### src/rtl/multdiv_unit.sv
// Iterative MIPS-style HI/LO multiply/divide unit: radix-2 shift-add multiply, restoring divide, MTHI/MTLO.
// Define MULTDIV_FAST_MUL_EN to replace the 32-cycle multiply with a two-stage pipelined multiplier.
`timescale 1ns/1ps
module multdiv_unit (
  input  logic        clk,
  input  logic        reset,
  input  logic        valid_i,
  input  logic [2:0]  op,
  input  logic [31:0] a,
  input  logic [31:0] b,
  input  logic        flush,
  output logic        busy,
  output logic        done,
  output logic [31:0] hi,
  output logic [31:0] lo
);

  localparam logic [2:0] OP_MULT  = 3'd1;
  localparam logic [2:0] OP_MULTU = 3'd2;
  localparam logic [2:0] OP_DIV   = 3'd3;
  localparam logic [2:0] OP_DIVU  = 3'd4;
  localparam logic [2:0] OP_MTHI  = 3'd5;
  localparam logic [2:0] OP_MTLO  = 3'd6;

  typedef enum logic [1:0] {
    S_IDLE = 2'd0,
    S_MUL  = 2'd1,
    S_DIV  = 2'd2,
    S_DONE = 2'd3
  } state_t;

  state_t      state_q, state_d;
  logic [4:0]  cnt_q;
  logic [31:0] hi_q, lo_q;
  logic [31:0] acc_hi_q, acc_lo_q;
  logic [31:0] opnd_q;
  logic        res_neg_q, rem_neg_q;

  logic        req_mul, req_div, req_signed, accept, last_iter;
  logic [31:0] mag_a, mag_b;

  assign req_mul    = (op == OP_MULT) || (op == OP_MULTU);
  assign req_div    = (op == OP_DIV)  || (op == OP_DIVU);
  assign req_signed = (op == OP_MULT) || (op == OP_DIV);
  assign accept     = valid_i && !flush && (state_q == S_IDLE);
  assign last_iter  = (cnt_q == 5'd31);

  assign mag_a = (req_signed && a[31]) ? (32'd0 - a) : a;
  assign mag_b = (req_signed && b[31]) ? (32'd0 - b) : b;

  // Multiplier datapath: produces the (unsigned) product for this cycle's commit.
  logic [63:0] mul_prod, mul_res;
`ifdef MULTDIV_FAST_MUL_EN
  logic [31:0] pp_ll_q, pp_lh_q, pp_hl_q, pp_hh_q;

  assign mul_prod = {pp_hh_q, 32'd0}
                  + {16'd0, pp_hl_q, 16'd0}
                  + {16'd0, pp_lh_q, 16'd0}
                  + {32'd0, pp_ll_q};
`else
  logic [32:0] mul_sum;

  // acc_hi holds the partial product, acc_lo the multiplier being shifted out.
  assign mul_sum  = {1'b0, acc_hi_q} + (acc_lo_q[0] ? {1'b0, opnd_q} : 33'd0);
  assign mul_prod = {mul_sum, acc_lo_q[31:1]};
`endif
  assign mul_res = res_neg_q ? (64'd0 - mul_prod) : mul_prod;

  // Restoring divider step: acc_hi is the remainder, acc_lo shifts dividend out / quotient in.
  logic [33:0] div_trial;
  logic        div_no_borrow;
  logic [31:0] div_rem_nx, div_quo_nx;
  logic        unused_bits;

  assign div_trial     = {1'b0, acc_hi_q, acc_lo_q[31]} - {2'b0, opnd_q};
  assign div_no_borrow = ~div_trial[33];
  assign div_rem_nx    = div_no_borrow ? div_trial[31:0] : {acc_hi_q[30:0], acc_lo_q[31]};
  assign div_quo_nx    = {acc_lo_q[30:0], div_no_borrow};
  assign unused_bits   = div_trial[32];

  always_comb begin
    state_d = state_q;
    busy    = 1'b0;
    done    = 1'b0;
    case (state_q)
      S_IDLE: begin
        busy = valid_i && !flush && (req_mul || req_div);
        if (valid_i && !flush) begin
          if (req_mul) begin
            state_d = S_MUL;
          end else if (req_div) begin
            state_d = S_DIV;
          end
        end
      end
      S_MUL: begin
        busy = 1'b1;
        if (flush) begin
          state_d = S_IDLE;
        end else begin
`ifdef MULTDIV_FAST_MUL_EN
          state_d = S_DONE;
`else
          if (last_iter) state_d = S_DONE;
`endif
        end
      end
      S_DIV: begin
        busy = 1'b1;
        if (flush) begin
          state_d = S_IDLE;
        end else if (last_iter) begin
          state_d = S_DONE;
        end
      end
      S_DONE: begin
        done    = 1'b1;
        state_d = S_IDLE;
      end
      default: state_d = S_IDLE;
    endcase
  end

  always_ff @(posedge clk) begin
    if (reset) begin
      state_q <= S_IDLE;
    end else begin
      state_q <= state_d;
    end
  end

  always_ff @(posedge clk) begin
    if (reset) begin
      cnt_q     <= 5'd0;
      hi_q      <= 32'd0;
      lo_q      <= 32'd0;
      acc_hi_q  <= 32'd0;
      acc_lo_q  <= 32'd0;
      opnd_q    <= 32'd0;
      res_neg_q <= 1'b0;
      rem_neg_q <= 1'b0;
`ifdef MULTDIV_FAST_MUL_EN
      pp_ll_q   <= 32'd0;
      pp_lh_q   <= 32'd0;
      pp_hl_q   <= 32'd0;
      pp_hh_q   <= 32'd0;
`endif
    end else begin
      case (state_q)
        S_IDLE: begin
          cnt_q <= 5'd0;
          if (accept) begin
            case (op)
              OP_MTHI: hi_q <= a;
              OP_MTLO: lo_q <= a;
              default: ;
            endcase
            // A zero divisor keeps the quotient all-ones and the remainder equal to a.
            res_neg_q <= req_signed && (a[31] ^ b[31]) && (b != 32'd0);
            rem_neg_q <= req_signed && a[31];
            acc_hi_q  <= 32'd0;
            if (req_div) begin
              acc_lo_q <= mag_a;
              opnd_q   <= mag_b;
            end else begin
              acc_lo_q <= mag_b;
              opnd_q   <= mag_a;
            end
`ifdef MULTDIV_FAST_MUL_EN
            pp_ll_q <= {16'd0, mag_a[15:0]}  * {16'd0, mag_b[15:0]};
            pp_lh_q <= {16'd0, mag_a[15:0]}  * {16'd0, mag_b[31:16]};
            pp_hl_q <= {16'd0, mag_a[31:16]} * {16'd0, mag_b[15:0]};
            pp_hh_q <= {16'd0, mag_a[31:16]} * {16'd0, mag_b[31:16]};
`endif
          end
        end
        S_MUL: begin
          if (!flush) begin
`ifdef MULTDIV_FAST_MUL_EN
            hi_q <= mul_res[63:32];
            lo_q <= mul_res[31:0];
`else
            acc_hi_q <= mul_prod[63:32];
            acc_lo_q <= mul_prod[31:0];
            cnt_q    <= cnt_q + 5'd1;
            if (last_iter) begin
              hi_q <= mul_res[63:32];
              lo_q <= mul_res[31:0];
            end
`endif
          end
        end
        S_DIV: begin
          if (!flush) begin
            acc_hi_q <= div_rem_nx;
            acc_lo_q <= div_quo_nx;
            cnt_q    <= cnt_q + 5'd1;
            if (last_iter) begin
              lo_q <= res_neg_q ? (32'd0 - div_quo_nx) : div_quo_nx;
              hi_q <= rem_neg_q ? (32'd0 - div_rem_nx) : div_rem_nx;
            end
          end
        end
        default: cnt_q <= 5'd0;
      endcase
    end
  end

  assign hi = hi_q;
  assign lo = lo_q;

endmodule

### config.mk
export PLATFORM = sky130hd
export DESIGN_NAME = multdiv_unit
export DESIGN_NICKNAME = d
export VERILOG_FILES = /design/src/rtl/multdiv_unit.sv
export SDC_FILE = /design/constraint.sdc
export NUM_CORES = 1
export LEC_CHECK = 0
export BUFFER_PORTS_ARGS = -buffer_cell sky130_fd_sc_hd__buf_2
export CAP_MARGIN = 20
export CORE_UTILIZATION = 45
export DETAILED_ROUTE_END_ITERATION = 10
export SLEW_MARGIN = 20
export SYNTH_ARGS = -nofsm -noshare
export SYNTH_HDL_FRONTEND = slang
export SYNTH_SLANG_ARGS = --single-unit
### constraint.sdc
create_clock -name clk -period 8.1 [get_ports clk]
set_clock_uncertainty 0.2 [all_clocks]
set_input_delay 0.405 -clock clk [delete_from_list [all_inputs] [get_ports clk]]
set_output_delay 0.405 -clock clk [all_outputs]
set_load 0.02 [all_outputs]
==> impl_metrics.toml, run 1 <==
[clock_network]
clock_latency_ns = 0.48
cts_resized = 0
root_buffer = "clkbuf_16"
post_cts_buffers = 0
clock-sinks = 169
htreeDepth = 4
cts-hold-fix-buffers = 0
clock_path_buffers = 2
cts-buffers-inserted = 17
clkTransAtPathRegs_ns = 0.09
cts_tree = "built"

[critical_path]
worst-path-max-fanout = 32
crit_path_end_kind = "flip-flop"
cp.arrival_ns = 6.23
crit_required_ns = 8.24
crit_type = "flip-flop to flip-flop"
cp-start-kind = "flip-flop"

[routing]
wl_per_cell_um = 24.4
drtAntennaViolNets = 0
drtPass1Iterations = 6
drc = 0
vias = 19700
drtIter0Drc = 2325
avgViaCountPerCell = 6.52
routed_wl_mm = 74.0

[timing]
slew_violations = 0
period_minus_slack_ns = 6.09
fin_ws_ns = 2.01
max_freq_mhz = 164
setup_viol_count_final = 0
finalSetupTns_ns = 0
max_slew_margin_pct = 24.0
finalCritPeriodShare_pct = 75.2
finalHoldViolCount = 0
grt_setup_unrepaired = "false"
max_slew.worst_pin.slew_ns = 1.14

[floorplanning]
initial_core_util_pct = 46.0
row_count = 71
die_x_um = 199
die-area_um2 = 39500
die_h_um = 199
core_um2 = 37900
ios = 137

[layout]
nNetsFinal = 2647
most-common-layout-cells = "nand2_1, nor2_1, a21oi_1, dfxtp_1, xnor2_1"
mostFrequentLayoutCell = "nand2_1"
finalInstanceArea_um2 = 18800
drive_gt1_share_pct = 9.75
post-route-util_pct = 49.5
syn2layout_area_growth_pct = 7.71

[placement]
dpl-instance-area_um2 = 18100
port_buffers = 136
routabilityCongestion = 1.02
dp_hpwl_mm = 55.7
pre_cts_ws_ns = 2.34

[power]
finalPower_mw = 5.90
ir_worst_vdd_v = 0.000220
p_leak_nw = 7.13
powerDensity_nw_per_um2 = 314

[synth]
synth_edf_count = 0
synthArstFlopShare_pct = 0
synth_area_um2 = 17400
avgSynthCellArea_um2 = 6.87
ys_types = 92
ys_warn_count = 0
ys.flop_type = "dfxtp_1"
postSynthCellCount = 2537
ys_seq_elements = 169
syn-num-nets = 2684
ys_seq_area_share_pct = 19.4

[global_route]
grt_pass1_wl_mm = 110
grtUsageTotal_pct = 36.9
antenna_found_initial = 3
grt_pass1_vias = 17200
grt_max_degree = 98
grt_overflow_total = 0

[run]
maxCapViolations = 0

[status]
status = "completed"

[worst_hold_path]
hold_class = "input port to flip-flop"
[worst paths after layout]
check / from / endpoint / slack [ns] / depth (start not counted)
min reg2reg: opnd_q[10]$_SDFFE_PP0P_ / opnd_q[10]$_SDFFE_PP0P_ / 0.25 / 2
max: acc_hi_q[15]$_SDFFE_PP0P_ / lo[26]$_SDFFE_PP0P_ / 2.01 / 17
max reg2reg: acc_hi_q[15]$_SDFFE_PP0P_ / lo[26]$_SDFFE_PP0P_ / 2.01 / 17
min: b[0] / opnd_q[0]$_SDFFE_PP0P_ / 0.06 / 3
[cell usage after synthesis, drive strengths merged (20+ instances only)]
master	n	area (um2)
nor4	25	178
a311oi	24	210
or4	20	150
dfxtp	169	3380
mux2i	25	250
a221oi	50	462
buf	39	198
a22oi	58	435
nor3	83	415
xor2	73	639
inv	62	233
ha	74	926
o21ai	134	674
a211oi	39	293
nor2	301	1130
a21o	22	173
nand4	26	175
clkbuf	173	651
o211ai	20	150
xnor2	159	1390
nand2	350	1310
a21oi	234	1170
o31ai	40	333
nand3	52	260
or3	34	213
[stage by stage]
step	hold WS, ns	cells
floorplan	0.232	2537
global placement	0.240	2991
detailed placement	0.243	2991
CTS	0.0399	3023
global route	0.0787	3024
finish	0.0579	3027
[per-layer routing]
| metal | up-vias | share of wire (%) | global-route usage, % |
|---|---|---|---|
| met4 | 0 | 3.1 | 13.2 |
| li1 | 9103 | - | - |
| met3 | 116 | 11 | 8.65 |
| met2 | 1065 | 41 | 51.9 |
| met5 | - | 0 | 0 |
| met1 | 9444 | 45 | 53.9 |
[report_power, final]
group | internal (mW) | total [mW] | switching (mW)
clock network | 0.422 | 0.885 | 0.463
registers | 1.03 | 1.33 | 0.298
logic | 1.13 | 3.69 | 2.56
total | 2.58 | 5.90 | 3.32
[sequential cells by signal, indices dropped and copies added (netlist names)]
signal	cells
state_q	2
hi	32
acc_hi_q	32
lo	32
cnt_q	5
opnd_q	32
acc_lo_q	32
res_neg_q	1
rem_neg_q	1
[critical path, stage by stage (launching register included)]
cell      delay [ns]
dfxtp_1         0.48
ha_1            0.42
a21oi_1         0.44
o21ai_0         0.23
a221oi_2        0.60
a211oi_1        0.16
or3b_2          0.49
inv_2           0.47
buf_4           0.35
ha_1            0.43
inv_1           0.24
or2_2           0.35
o41ai_1         0.33
xnor2_1         0.12
a221oi_1        0.27
nor3_1          0.10
a21oi_1         0.15
nor2_1          0.05
[final cells by class]
type	instances	area (um2)
Multi-Input combinational cell	2092	13000
Fill cell	3961	19200
Inverter	64	241
Sequential cell	169	3380
Clock buffer	17	425
Clock inverter	15	189
Tap cell	511	639
Antenna cell	3	7.51
Timing Repair Buffer	156	853
[logic make-up (layout without fill, tap and decap cells)]
family / count (synthesis) / after routing / share of synthesized area (%)
and+or+nand+nor: 990 / 990 / 25.9
other: 0 / 3 / 0
muxes: 26 / 26 / 1.50
adders and majority gates: 76 / 76 / 5.54
DFF: 169 / 169 / 19.4
buffers and inverters: 276 / 252 / 6.24
xor gates and xnor gates: 232 / 232 / 11.7
AOI/OAI and AO/OA: 768 / 768 / 29.7
Power figures use the tool's default switching activity.
==> inputs of run 2 (changes only) <==
ABC_AREA = 1   (was not set)
clock period = 4.9 ns   (was 8.1 ns; I/O delays follow)
==> impl_metrics.toml, run 2 <==
[status]
status = "completed"

[layout]
most-common-layout-cells = "nand2_1, inv_1, nor2_1, a21oi_1, o21ai_0"
fill_cells = 4553
mostFrequentLayoutCell = "nand2_1"
nNetsFinal = 3637
drive_gt1_share_pct = 7.94
syn2layout_area_growth_pct = 9.41

[timing]
finalCritPeriodShare_pct = 92.9
max_slew.worst_pin.slew_ns = 1.15
fin_ws_ns = 0.349
period_minus_slack_ns = 4.55
max_freq_mhz = 220
slew_violations = 0
finalHoldViolCount = 0
finalSetupTns_ns = 0
grt_setup_unrepaired = "false"
max_slew_margin_pct = 23.5
setup_viol_count_final = 0

[power]
p_leak_nw = 10.3
powerDensity_nw_per_um2 = 508
ir_worst_vdd_v = 0.000506

[synth]
ys.flop_type = "dfxtp_1"
synth_area_leaders = "nand2_1, dfxtp_1, inv_1"
avgSynthCellArea_um2 = 5.46
synth.top_cells.by_count = "nand2_1, inv_1, nor2_1"
synth_edf_count = 0
synth_top_area_share_pct = 20.2
syn-num-nets = 3583
synth_area_um2 = 18800
postSynthCellCount = 3436
ys_warn_count = 0
synth.most_common_cell = "nand2_1"
synth.largest_area_cell = "nand2_1"
ys_types = 56
ys_seq_elements = 169
synthArstFlopShare_pct = 0
ys_seq_area_share_pct = 18.0

[clock_network]
root_buffer = "clkbuf_16"
clock_latency_ns = 0.52
htreeDepth = 4
clkTransAtPathRegs_ns = 0.08
cts_tree = "built"
clock_path_buffers = 2
clock-sinks = 169
cts-buffers-inserted = 17

[global_route]
grt_overflow_total = 0
grt_pass1_wl_mm = 130
met2_usage_pct = 67.1
grt_max_degree = 78
grt_pass1_vias = 21700
grtUsageTotal_pct = 41.4
antenna_found_initial = 1
grt_busiest_layer = "met2"
grt_use_met1_pct = 47.7
grt_use_met3_pct = 9.37

[run]
maxCapViolations = 0

[critical_path]
crit_slowest_cell = "dfxtp_1"
path_cells = "inv_1 > ha_1 > nand2_2 > nor2_1 > nand3_1 > nand3_2 > nand2_2 > nand2_4 > nand2_4 > nand2_4 > buf_4 > nand2_1 > o21ai_1 > nor2_1 > nand2_1 > nor2_1 > nand2_1 > nand2_2 > nand3_1 > nand3_1 > nand2_1 > nand2_1 > a21oi_1"
cp-start-kind = "flip-flop"
crit_type = "flip-flop to flip-flop"
path_common_cell = "nand2_1"
rrSetupSlack_ns = 0.35
reg2reg_to = "hi[31]$_SDFFE_PP0P_"
worst-path-max-fanout = 27
cp.arrival_ns = 4.78
max_stage_delay_ns = 0.48
critPathBufInv = 2
r2r-start = "opnd_q[7]$_SDFFE_PP0P_"
crit_path_end_kind = "flip-flop"
crit_family = "simple AND/OR/NAND/NOR gates"
ff2ff_path_depth = 23
crit_required_ns = 5.13

[routing]
drc = 0
drtAntennaViolNets = 0
vias = 23500
drtIter0Drc = 2508
drtPass1Iterations = 6
routed_wl_mm = 87.8
avgViaCountPerCell = 5.83
wl_per_cell_um = 21.7

[worst_hold_path]
hold_class = "input port to flip-flop"
min_from = "b[0]"
hold_end = "acc_lo_q[0]$_SDFFE_PP0P_"
whs_path_depth = 3

[placement]
dp_hpwl_mm = 68.8
routabilityCongestion = 1.06
pre_cts_ws_ns = 0.463
port_buffers = 136

[floorplanning]
die-area_um2 = 42500
initial_core_util_pct = 45.8
core_um2 = 41000
die_x_um = 206
die_h_um = 206
row_count = 74
ios = 137
-- run 2: layout make-up --
cell class,instances,area (um2),share of cell area (%)
repair buffers,183,1080,5.25
clock inverters,13,159,0.774
diodes,1,2.50,0.0122
inverters,466,1750,8.52
flip-flops and latches,169,3380,16.5
multi-input cells,2653,13100,63.6
clock buffers,19,443,2.16
well taps,532,666,3.24
-- run 2: worst min-delay path, cell delays in order --
cell and delay, ns:
buf_2 0.16, o211ai_1 0.13, a31oi_1 0.17
-- run 2: repair_timing --
action                                  CTS  global route
endpoints found under the setup margin    0             2
resized for setup                         0             1
setup buffers                             0             0
hold buffers                             15             0
endpoints found under the hold margin    24             0
-- run 2: kinds of logic (layout without fill, tap and decap cells) --
| kind of cell | after synthesis | count (layout) | synth area share [%] |
|---|---|---|---|
| and+or+nand+nor | 1793 | 1793 | 39.6 |
| AOI/OAI and AO/OA | 697 | 697 | 20.6 |
| buffers and inverters | 614 | 681 | 12.6 |
| DFF | 169 | 169 | 18.0 |
| xor gates and xnor gates | 87 | 87 | 4.06 |
| adders and majority gates | 76 | 76 | 5.15 |
| other | 0 | 1 | 0 |
-- run 2: metrics by stage --
stage	power [mW]	util (%)	instances	hold slack [ns]	instance area, um2
floorplan	6.44	-	3436	0.219	18800
global placement	8.63	48.2	3987	0.250	19800
detailed placement	8.67	48.2	3988	0.270	19800
CTS	10.2	50.1	4035	0.00234	20500
global route	11.1	50.1	4035	0.0305	20500
finish	10.4	50.1	4036	0.0371	20500
-- run 2: worst max path at each step --
stage,slack (ns),cells past startpoint,start,endpoint
5_1_grt,0.18,22,acc_lo_q[0]$_SDFFE_PP0P_,hi[30]$_SDFFE_PP0P_
6_report,0.35,23,opnd_q[7]$_SDFFE_PP0P_,hi[31]$_SDFFE_PP0P_
3_5_place_dp,0.46,24,opnd_q[3]$_SDFFE_PP0P_,hi[31]$_SDFFE_PP0P_
3_3_place_gp,0.50,23,opnd_q[7]$_SDFFE_PP0P_,hi[27]$_SDFFE_PP0P_
4_1_cts,0.44,24,opnd_q[7]$_SDFFE_PP0P_,hi[31]$_SDFFE_PP0P_
2_1_floorplan,1.52,24,acc_lo_q[0]$_SDFFE_PP0P_,hi[29]$_SDFFE_PP0P_
-- run 2: per-layer routing --
layer,wire (um),vias up
met4,6960,2
met2,39600,1154
li1,-,11200
met1,33500,10900
met5,19,-
met3,7690,262
-- run 2: report_power, final --
group          internal (mW)  switching, mW  total [mW]
clock network          0.780          0.706        1.49
logic                   1.77           5.05        6.82
registers               1.73          0.396        2.13
